### config.mk
export PLATFORM = sky130hd
export DESIGN_NAME = key_debounce_pulse
export DESIGN_NICKNAME = d
export VERILOG_FILES = /design/src/rtl/key_pkg.sv /design/src/rtl/sync_2ff.sv /design/src/rtl/key_debounce_pulse.sv
export SDC_FILE = /design/constraint.sdc
export NUM_CORES = 1
export LEC_CHECK = 0
export ABC_AREA = 1
export CAP_MARGIN = 40
export CORE_UTILIZATION = 35
export DETAILED_ROUTE_END_ITERATION = 12
export PLACE_DENSITY_LB_ADDON = 0.3
export SYNTH_ARGS = -nofsm -noshare
export SYNTH_HDL_FRONTEND = slang
export SYNTH_HIERARCHICAL = 1
export SYNTH_SLANG_ARGS = --single-unit
### constraint.sdc
create_clock -name clk -period 2.1 [get_ports clk]
set_clock_uncertainty 0.1 [all_clocks]
set_input_delay 0.42 -clock clk [delete_from_list [all_inputs] [get_ports clk]]
set_output_delay 0.42 -clock clk [all_outputs]
set_load 0.1 [all_outputs]
### src/rtl/key_pkg.sv
// Shared types and 50 MHz default timing for the key conditioning path.
package key_pkg;

    typedef enum logic [1:0] {
        IDLE        = 2'd0,
        PRESS_CHK   = 2'd1,
        HELD        = 2'd2,
        RELEASE_CHK = 2'd3
    } key_state_t;

    localparam int DEF_DEBOUNCE_CYCLES = 500_000;     // 10 ms
    localparam int DEF_REPEAT_DELAY    = 25_000_000;  // 500 ms
    localparam int DEF_REPEAT_PERIOD   = 5_000_000;   // 100 ms

endpackage

### src/rtl/sync_2ff.sv
// Two-flop synchroniser for an asynchronous single-bit input; reset value is a parameter.
module sync_2ff #(
    parameter bit RST_VAL = 1'b0
) (
    input  logic clk,
    input  logic rstn,
    input  logic d,
    output logic q
);

    logic meta;

    always_ff @(posedge clk or negedge rstn) begin
        if (!rstn) begin
            meta <= RST_VAL;
            q    <= RST_VAL;
        end else begin
            meta <= d;
            q    <= meta;
        end
    end

endmodule

### src/rtl/key_debounce_pulse.sv
// Key synchroniser + debouncer producing a one-cycle press pulse and a debounced level.
// Optional auto-repeat pulses while held: define KEY_AUTO_REPEAT_EN.
//
// state       | meaning
// IDLE        | key released, waiting for a pressed sample
// PRESS_CHK   | pressed level seen, counting stable cycles
// HELD        | press accepted, debounced level is 1
// RELEASE_CHK | released level seen, counting stable cycles
module key_debounce_pulse
    import key_pkg::*;
#(
    parameter int DEBOUNCE_CYCLES = DEF_DEBOUNCE_CYCLES,
    parameter int CNT_W           = 20,
    parameter bit KEY_ACTIVE_LOW  = 1'b1
`ifdef KEY_AUTO_REPEAT_EN
    ,
    parameter int REPEAT_DELAY    = DEF_REPEAT_DELAY,
    parameter int REPEAT_PERIOD   = DEF_REPEAT_PERIOD
`endif
) (
    input  logic clk,
    input  logic rstn,
    input  logic key_i,
    output logic key_pluse_o,
    output logic key_level_o
);

    localparam logic [CNT_W-1:0] CNT_LAST = CNT_W'(DEBOUNCE_CYCLES - 1);

    logic             key_sync;
    logic             key_s;
    key_state_t       state, state_nxt;
    logic [CNT_W-1:0] cnt, cnt_nxt;
    logic             pulse_nxt;
    logic             level_nxt;
    logic             rpt_fire;

    // Reset value is the released pin level so leaving reset never looks like a press.
    sync_2ff #(
        .RST_VAL (KEY_ACTIVE_LOW)
    ) u_sync (
        .clk  (clk),
        .rstn (rstn),
        .d    (key_i),
        .q    (key_sync)
    );

    assign key_s = KEY_ACTIVE_LOW ? ~key_sync : key_sync;

    always_ff @(posedge clk or negedge rstn) begin
        if (!rstn) begin
            state <= IDLE;
            cnt   <= '0;
        end else begin
            state <= state_nxt;
            cnt   <= cnt_nxt;
        end
    end

    always_comb begin
        state_nxt = state;
        cnt_nxt   = cnt;
        case (state)
            IDLE: begin
                cnt_nxt = '0;
                if (key_s) state_nxt = PRESS_CHK;
            end
            PRESS_CHK: begin
                if (!key_s) begin
                    state_nxt = IDLE;
                    cnt_nxt   = '0;
                end else if (cnt == CNT_LAST) begin
                    state_nxt = HELD;
                    cnt_nxt   = '0;
                end else begin
                    cnt_nxt = cnt + 1'b1;
                end
            end
            HELD: begin
                cnt_nxt = '0;
                if (!key_s) state_nxt = RELEASE_CHK;
            end
            RELEASE_CHK: begin
                if (key_s) begin
                    state_nxt = HELD;
                    cnt_nxt   = '0;
                end else if (cnt == CNT_LAST) begin
                    state_nxt = IDLE;
                    cnt_nxt   = '0;
                end else begin
                    cnt_nxt = cnt + 1'b1;
                end
            end
            default: begin
                state_nxt = IDLE;
                cnt_nxt   = '0;
            end
        endcase
    end

`ifdef KEY_AUTO_REPEAT_EN
    localparam int RPT_MAX = (REPEAT_DELAY > REPEAT_PERIOD) ? REPEAT_DELAY : REPEAT_PERIOD;
    localparam int RPT_W   = $clog2(RPT_MAX + 1);

    logic [RPT_W-1:0] rpt_cnt;
    logic             rpt_first;
    logic [RPT_W-1:0] rpt_target;

    assign rpt_target = rpt_first ? RPT_W'(REPEAT_DELAY) : RPT_W'(REPEAT_PERIOD);
    assign rpt_fire   = (state == HELD) && (rpt_cnt == rpt_target);

    // Frozen through RELEASE_CHK, but a bounce back into HELD restarts from zero.
    always_ff @(posedge clk or negedge rstn) begin
        if (!rstn) begin
            rpt_cnt   <= '0;
            rpt_first <= 1'b1;
        end else if (state == HELD) begin
            if (rpt_fire) begin
                rpt_cnt   <= RPT_W'(1);
                rpt_first <= 1'b0;
            end else begin
                rpt_cnt <= rpt_cnt + 1'b1;
            end
        end else if (state != RELEASE_CHK || state_nxt == HELD) begin
            rpt_cnt   <= '0;
            rpt_first <= 1'b1;
        end
    end
`else
    assign rpt_fire = 1'b0;
`endif

    // First HELD cycle is the only one where the registered level is still low.
    assign pulse_nxt = ((state == HELD) && !key_level_o) || rpt_fire;
    assign level_nxt = (state == HELD) || (state == RELEASE_CHK);

    always_ff @(posedge clk or negedge rstn) begin
        if (!rstn) begin
            key_pluse_o <= 1'b0;
            key_level_o <= 1'b0;
        end else begin
            key_pluse_o <= pulse_nxt;
            key_level_o <= level_nxt;
        end
    end

endmodule

# Yosys cells after proc, flatten, opt, wreduce, memory -nomap -nowiden
# Index checks and enable logic that the tools add are counted.
# totals
word_cells	32
ramBits	0
mem_bits_ro	0
n_memories	0
reg_bits	26
latchBits	0
# classes
n_eq_ne	8
bitwise_logic	0
shifts	0
reduce_logical	6
addsub	1
n_lt_le_gt_ge	0
n_mux	11
multipliers	0
div_mod_pow	0
# ops
operator	count
$mux W20	3
$pmux W20 S3	1
$add A20 B1 Y20 const B	1
$eq A20 B19 Y1 const B	1
$mux W2	6
$pmux W2 S4	1
$eq A2 B2 Y1 const B	2
$reduce_and A4 Y1	1
$ne A3 B2 Y1 const B	1
$ne A3 B3 Y1 const B	1
$eq A2 B1 Y1 const B	1
$logic_not A2 Y1	1
$ne A2 B1 Y1 const B	1
$ne A2 B2 Y1 const B	1
$reduce_or A2 Y1	1
$logic_and A1 B1 Y1	1
$logic_not A1 Y1	1
$logic_or A1 B1 Y1	1

# Depth between registers and ports, before layout
# depth
word_depth	4
depth_mapped	9
depth_no_buf	9

# By module
# The synthesis kept the hierarchy.
# by_module_without_submodules
mod	cells_each	n_inst	seq_area_each_um2	area_each_um2
key_debounce_pulse	186	1	600.6	1338.8
sync_2ff	2	1	52.6	52.6

# Least setup slack after synthesis
# No wires, ideal clock.
# synth_path
kind	flip-flop to flip-flop
startpoint	reg cnt[0]
endpoint	reg cnt[0]
stages_incl_launch_ff	10
setup_slack_ns	0.494
arrival_ns	1.382
synth_period_minus_slack_ns	1.606
required_time_ns	1.876
cell_sequence	dfrtp_1 -> ha_1 -> inv_1 -> nor2_2 -> nand3_1 -> nor2_2 -> nor2_4 -> inv_4 -> buf_6 -> nor2_1
# synth_via
elab_chain_len	4
elab_cells_between_ends	6
# synth_rtl
item	line	source
from (decl)	key_debounce_pulse.sv:33	logic [CNT_W-1:0] cnt, cnt_nxt;
from (signal assigned)	key_debounce_pulse.sv:56	cnt <= cnt_nxt;
$add A20 B1 Y20 / $eq A20 B19 Y1 (equally long branches)	n/a	
$mux W20 *	key_debounce_pulse.sv:72, key_debounce_pulse.sv:87	
$mux W20 (on tied branches)	key_debounce_pulse.sv:84, key_debounce_pulse.sv:69	
$pmux W20 S3 *	key_debounce_pulse.sv:63	case (state)
named net cnt_nxt[0]	key_debounce_pulse.sv:33	
# The timed path passes the listed nets; every way through them passes the cells marked *.
# A chain may end at the register's enable or synchronous reset.

# Final worst setup path
# layout_path
startpoint	reg cnt[0]
endpoint	reg cnt[11]
# The elaborated chain is that of the path after synthesis.

==> results list <==
- The run finished with clean final reports.
- Worst Path Max Fanout: 15
- Element type at the critical path end: flop
- Startpoint of the worst setup timing path: cnt[0]
* Worst Path Required: 2.16 ns
* Max_slew headroom: 78.4%
- Setup violations remaining at the end of the flow were counted as 0.
* Netlist cell types: 21
- After the first detailed-routing iteration, the DRC count stood at 50.
- CTS built an H-tree with a depth of 1.
* Clock tree from TritonCTS: built
* Crit Reg-Reg Endpoint: cnt[11]
- Final antenna diode count: 0
- Synthesis handed over a netlist of 188 instances.
* Share of the clock period used by the worst path: 83.3%
- Final weighted congestion in routability-driven placement: 0.837
- At the end of the flow the core is filled with cells to 41.4%.
* Overall overflow remaining after global route: 0
- The final count of pins violating max slew was 0.
* Worst setup path category: flop to flop
- Post-synthesis register bit count: 26
- The cell that appears most often on the critical path is sky130_fd_sc_hd__nor2_2.
* Pwr per Cell Area: 612 mW/mm^2
- In this run the register-to-register setup slack is 0.35 ns.
- Leak pwr: 0.000627 uW
* Clock transition at the registers of the reported paths: 0.09 ns
- The initialized floorplan defines 22 standard-cell rows.
- The slowest stage of the critical path is the sky130_fd_sc_hd__dfrtp_1 cell.
- STA classifies the critical path startpoint as a flop.
- Count of buffers added by post-CTS timing repair for setup: 0
* Count of boundary I/O pins: 5
* Fmax: 571 MHz
* Clock tree root driver cell: sky130_fd_sc_hd__clkbuf_8
* Netlist area before placement: 0.00139 sq mm
- The number of antenna violations at the first check in global routing came to 0.
- Max_cap viols: 0
* Maximum ir drop on the vdd rail: 0.000557 V
* Hpwl dp: 2070 um
- In the final routed layout, each cell accounts on average for 11.1 um.
- Cells along the critical path: ha_1, inv_1, nor2_2, nand3_1, nor2_2, nor2_4, inv_4, nor2_1
- Predominant post-synthesis flop cell: sky130_fd_sc_hd__dfrtp_1
- Sequential-to-total area share from yosys stat: 46.9%
* Number of enable flip-flop cells after synthesis: 0
- GRT Total Usage: 15.4%
- Wire length of the first global-routing pass: 4990 um
- Largest net degree at the start of global routing: 27
- In the final timing run, aggregate negative setup slack is 0 ns.
- Clock tree synthesis inserted a total of 3 buffers.
* Commonest non-fill, non-tap cell in the layout: sky130_fd_sc_hd__nand2_1
- The critical path ends at cnt[11].
- Share of layout cells above drive strength 1: 9.23%
* Full die area: 0.00423 sq mm
* Critical path data arrival time: 1.81 ns
- Avg Vias per Cell: 4.64
- Clock latency on the worst-skew pair, taken at its later pin, is 0.27 ns.
- In this run the critical register-to-register path is launched from cnt[0].
- Mapped Nets: 192
- No sink is reached through more buffers than the 2 on the longest clock path.
* Number of global-route vias before repair: 1058
* RSZ-0062 raised after global routing: false
* Slowest cell delay on critical path: 0.44 ns
- For this run, the number of Yosys warnings is 6.
- After the flow finishes, the layout carries non-filler instances totaling 243.
- Worst Reg2Reg Path Length in Cells: 8
- The count of nets left with antenna violations once routing finished came out at 0.
* Number of iterations in the first detailed-routing pass: 5
- Detailed routing inserted a total of 1128 vias.
- Commonest cells after routing, fill and taps aside: sky130_fd_sc_hd__nand2_1 (52), sky130_fd_sc_hd__nor2_1 (48), sky130_fd_sc_hd__dfrtp_1 (24), sky130_fd_sc_hd__inv_1 (19), sky130_fd_sc_hd__nand3_1 (10)
* DRC violations left: 0
- Number of gates resized after CTS: 0
* Placed cells: 239
- Num Clock Sinks: 26
* Syn-to-layout area delta: 11.4%
- The die is 65.1 um wide.
- In this run the standard cell core region covers 0.00374 sq mm.
* Number of buffers added on ports: 4
- The initial utilization of the core area, before any placement, comes to 37.2%.
- The final layout contains routed wiring with a total length of 2690 um.
- The number of hold violations in the final report was 0.
- Post-Syn Area per Cell: 7.40 sq um
* Post-CTS Hold Buffers: 0
* Share of flip-flops with an asynchronous set or reset after synthesis: 100%
* Clock period minus worst slack: 1.75 ns
- The floorplan step set the die height to 65.1 um.
- For the pin with the worst max-slew slack, the measured transition is 0.324 ns.
- Hold/Removal Path Class: flop to flop
* Post-layout nets: 200
## synthesized netlist by cell type (2+ instances only)
master | number | area [sq um]
sky130_fd_sc_hd__xor2_1 | 6 | 52.6
sky130_fd_sc_hd__nand4_1 | 3 | 18.8
sky130_fd_sc_hd__dfrtp_1 | 24 | 601
sky130_fd_sc_hd__inv_1 | 19 | 71.3
sky130_fd_sc_hd__nand2_1 | 52 | 195
sky130_fd_sc_hd__nor2_1 | 48 | 180
sky130_fd_sc_hd__xnor2_1 | 4 | 35.0
sky130_fd_sc_hd__o21ai_0 | 4 | 20.0
sky130_fd_sc_hd__nor2_2 | 4 | 25.0
sky130_fd_sc_hd__nand3_1 | 10 | 50.1
sky130_fd_sc_hd__dfstp_2 | 2 | 52.6
sky130_fd_sc_hd__nor2_4 | 2 | 22.5
sky130_fd_sc_hd__nor3_1 | 2 | 10.0
## cell families after synthesis
kind of cell / after synthesis / synth area share (%)
xor+xnor: 10 / 6.29
fa+ha+maj: 1 / 0.899
compound gates: 5 / 1.80
flops: 26 / 46.9
buf+inv: 22 / 6.65
simple gates: 124 / 37.4
## metrics by stage
step                cell area [sq um]  setup WS, ns  power (uW)  hold WS (ns)
floorplan                        1390         0.494         534        0.0244
global placement                 1480         0.384         551         0.248
detailed placement               1480         0.325         551         0.248
CTS                              1550         0.311         967         0.262
global route                     1550         0.155         988         0.268
finish                           1550         0.350         949         0.259
## report_power, final
part | total [uW] | leakage (uW) | internal [uW] | switching (uW)
registers | 511 | 0.000353 | 506 | 4.10
logic | 28.6 | 0.000239 | 8.73 | 19.9
clock network | 410 | 0.0000357 | 255 | 155
total | 949 | 0.000627 | 770 | 179
## critical path: cells and delay by family (launching register included)
| family | cells | cell delay [ns] |
|---|---|---|
| buf+inv | 2 | 0.24 |
| simple gates | 5 | 0.63 |
| flops | 1 | 0.44 |
| fa+ha+maj | 1 | 0.24 |
## cell type report
class                      instances  area [sq um]
clock inverter                     1          30.0
tap                               48          60.1
multi-input combinational        140           646
inverter                          20          77.6
sequential                        26           653
fill                             405          2190
timing repair buffer               5          42.5
clock buffer                       3          41.3
## how the worst min path moves through the flow
stage	startpoint	end	slack, ns	cells after the start
2_1_floorplan	rstn	asynchronous set/reset pin	0.02	0
3_3_place_gp	u_sync/meta	u_sync/q	0.25	0
3_5_place_dp	u_sync/meta	u_sync/q	0.25	0
4_1_cts	u_sync/meta	u_sync/q	0.26	0
5_1_grt	u_sync/meta	u_sync/q	0.27	0
6_report	u_sync/meta	u_sync/q	0.26	0
## state kept, by name, indices dropped and copies added, names as in the netlist, named ones only
| register | cells |
|---|---|
| state | 1 |
| key_level_o | 1 |
| u_sync/meta | 1 |
| cnt | 20 |
| key_pluse_o | 1 |
| u_sync/q | 1 |
## routing by layer
metal,part of all wire (%),global-route usage [%]
met1,52,21.9
met2,44,24.3
met3,3.2,3.17
met4,0.71,2.45
met5,0,0
Power figures use the tool's default switching activity.
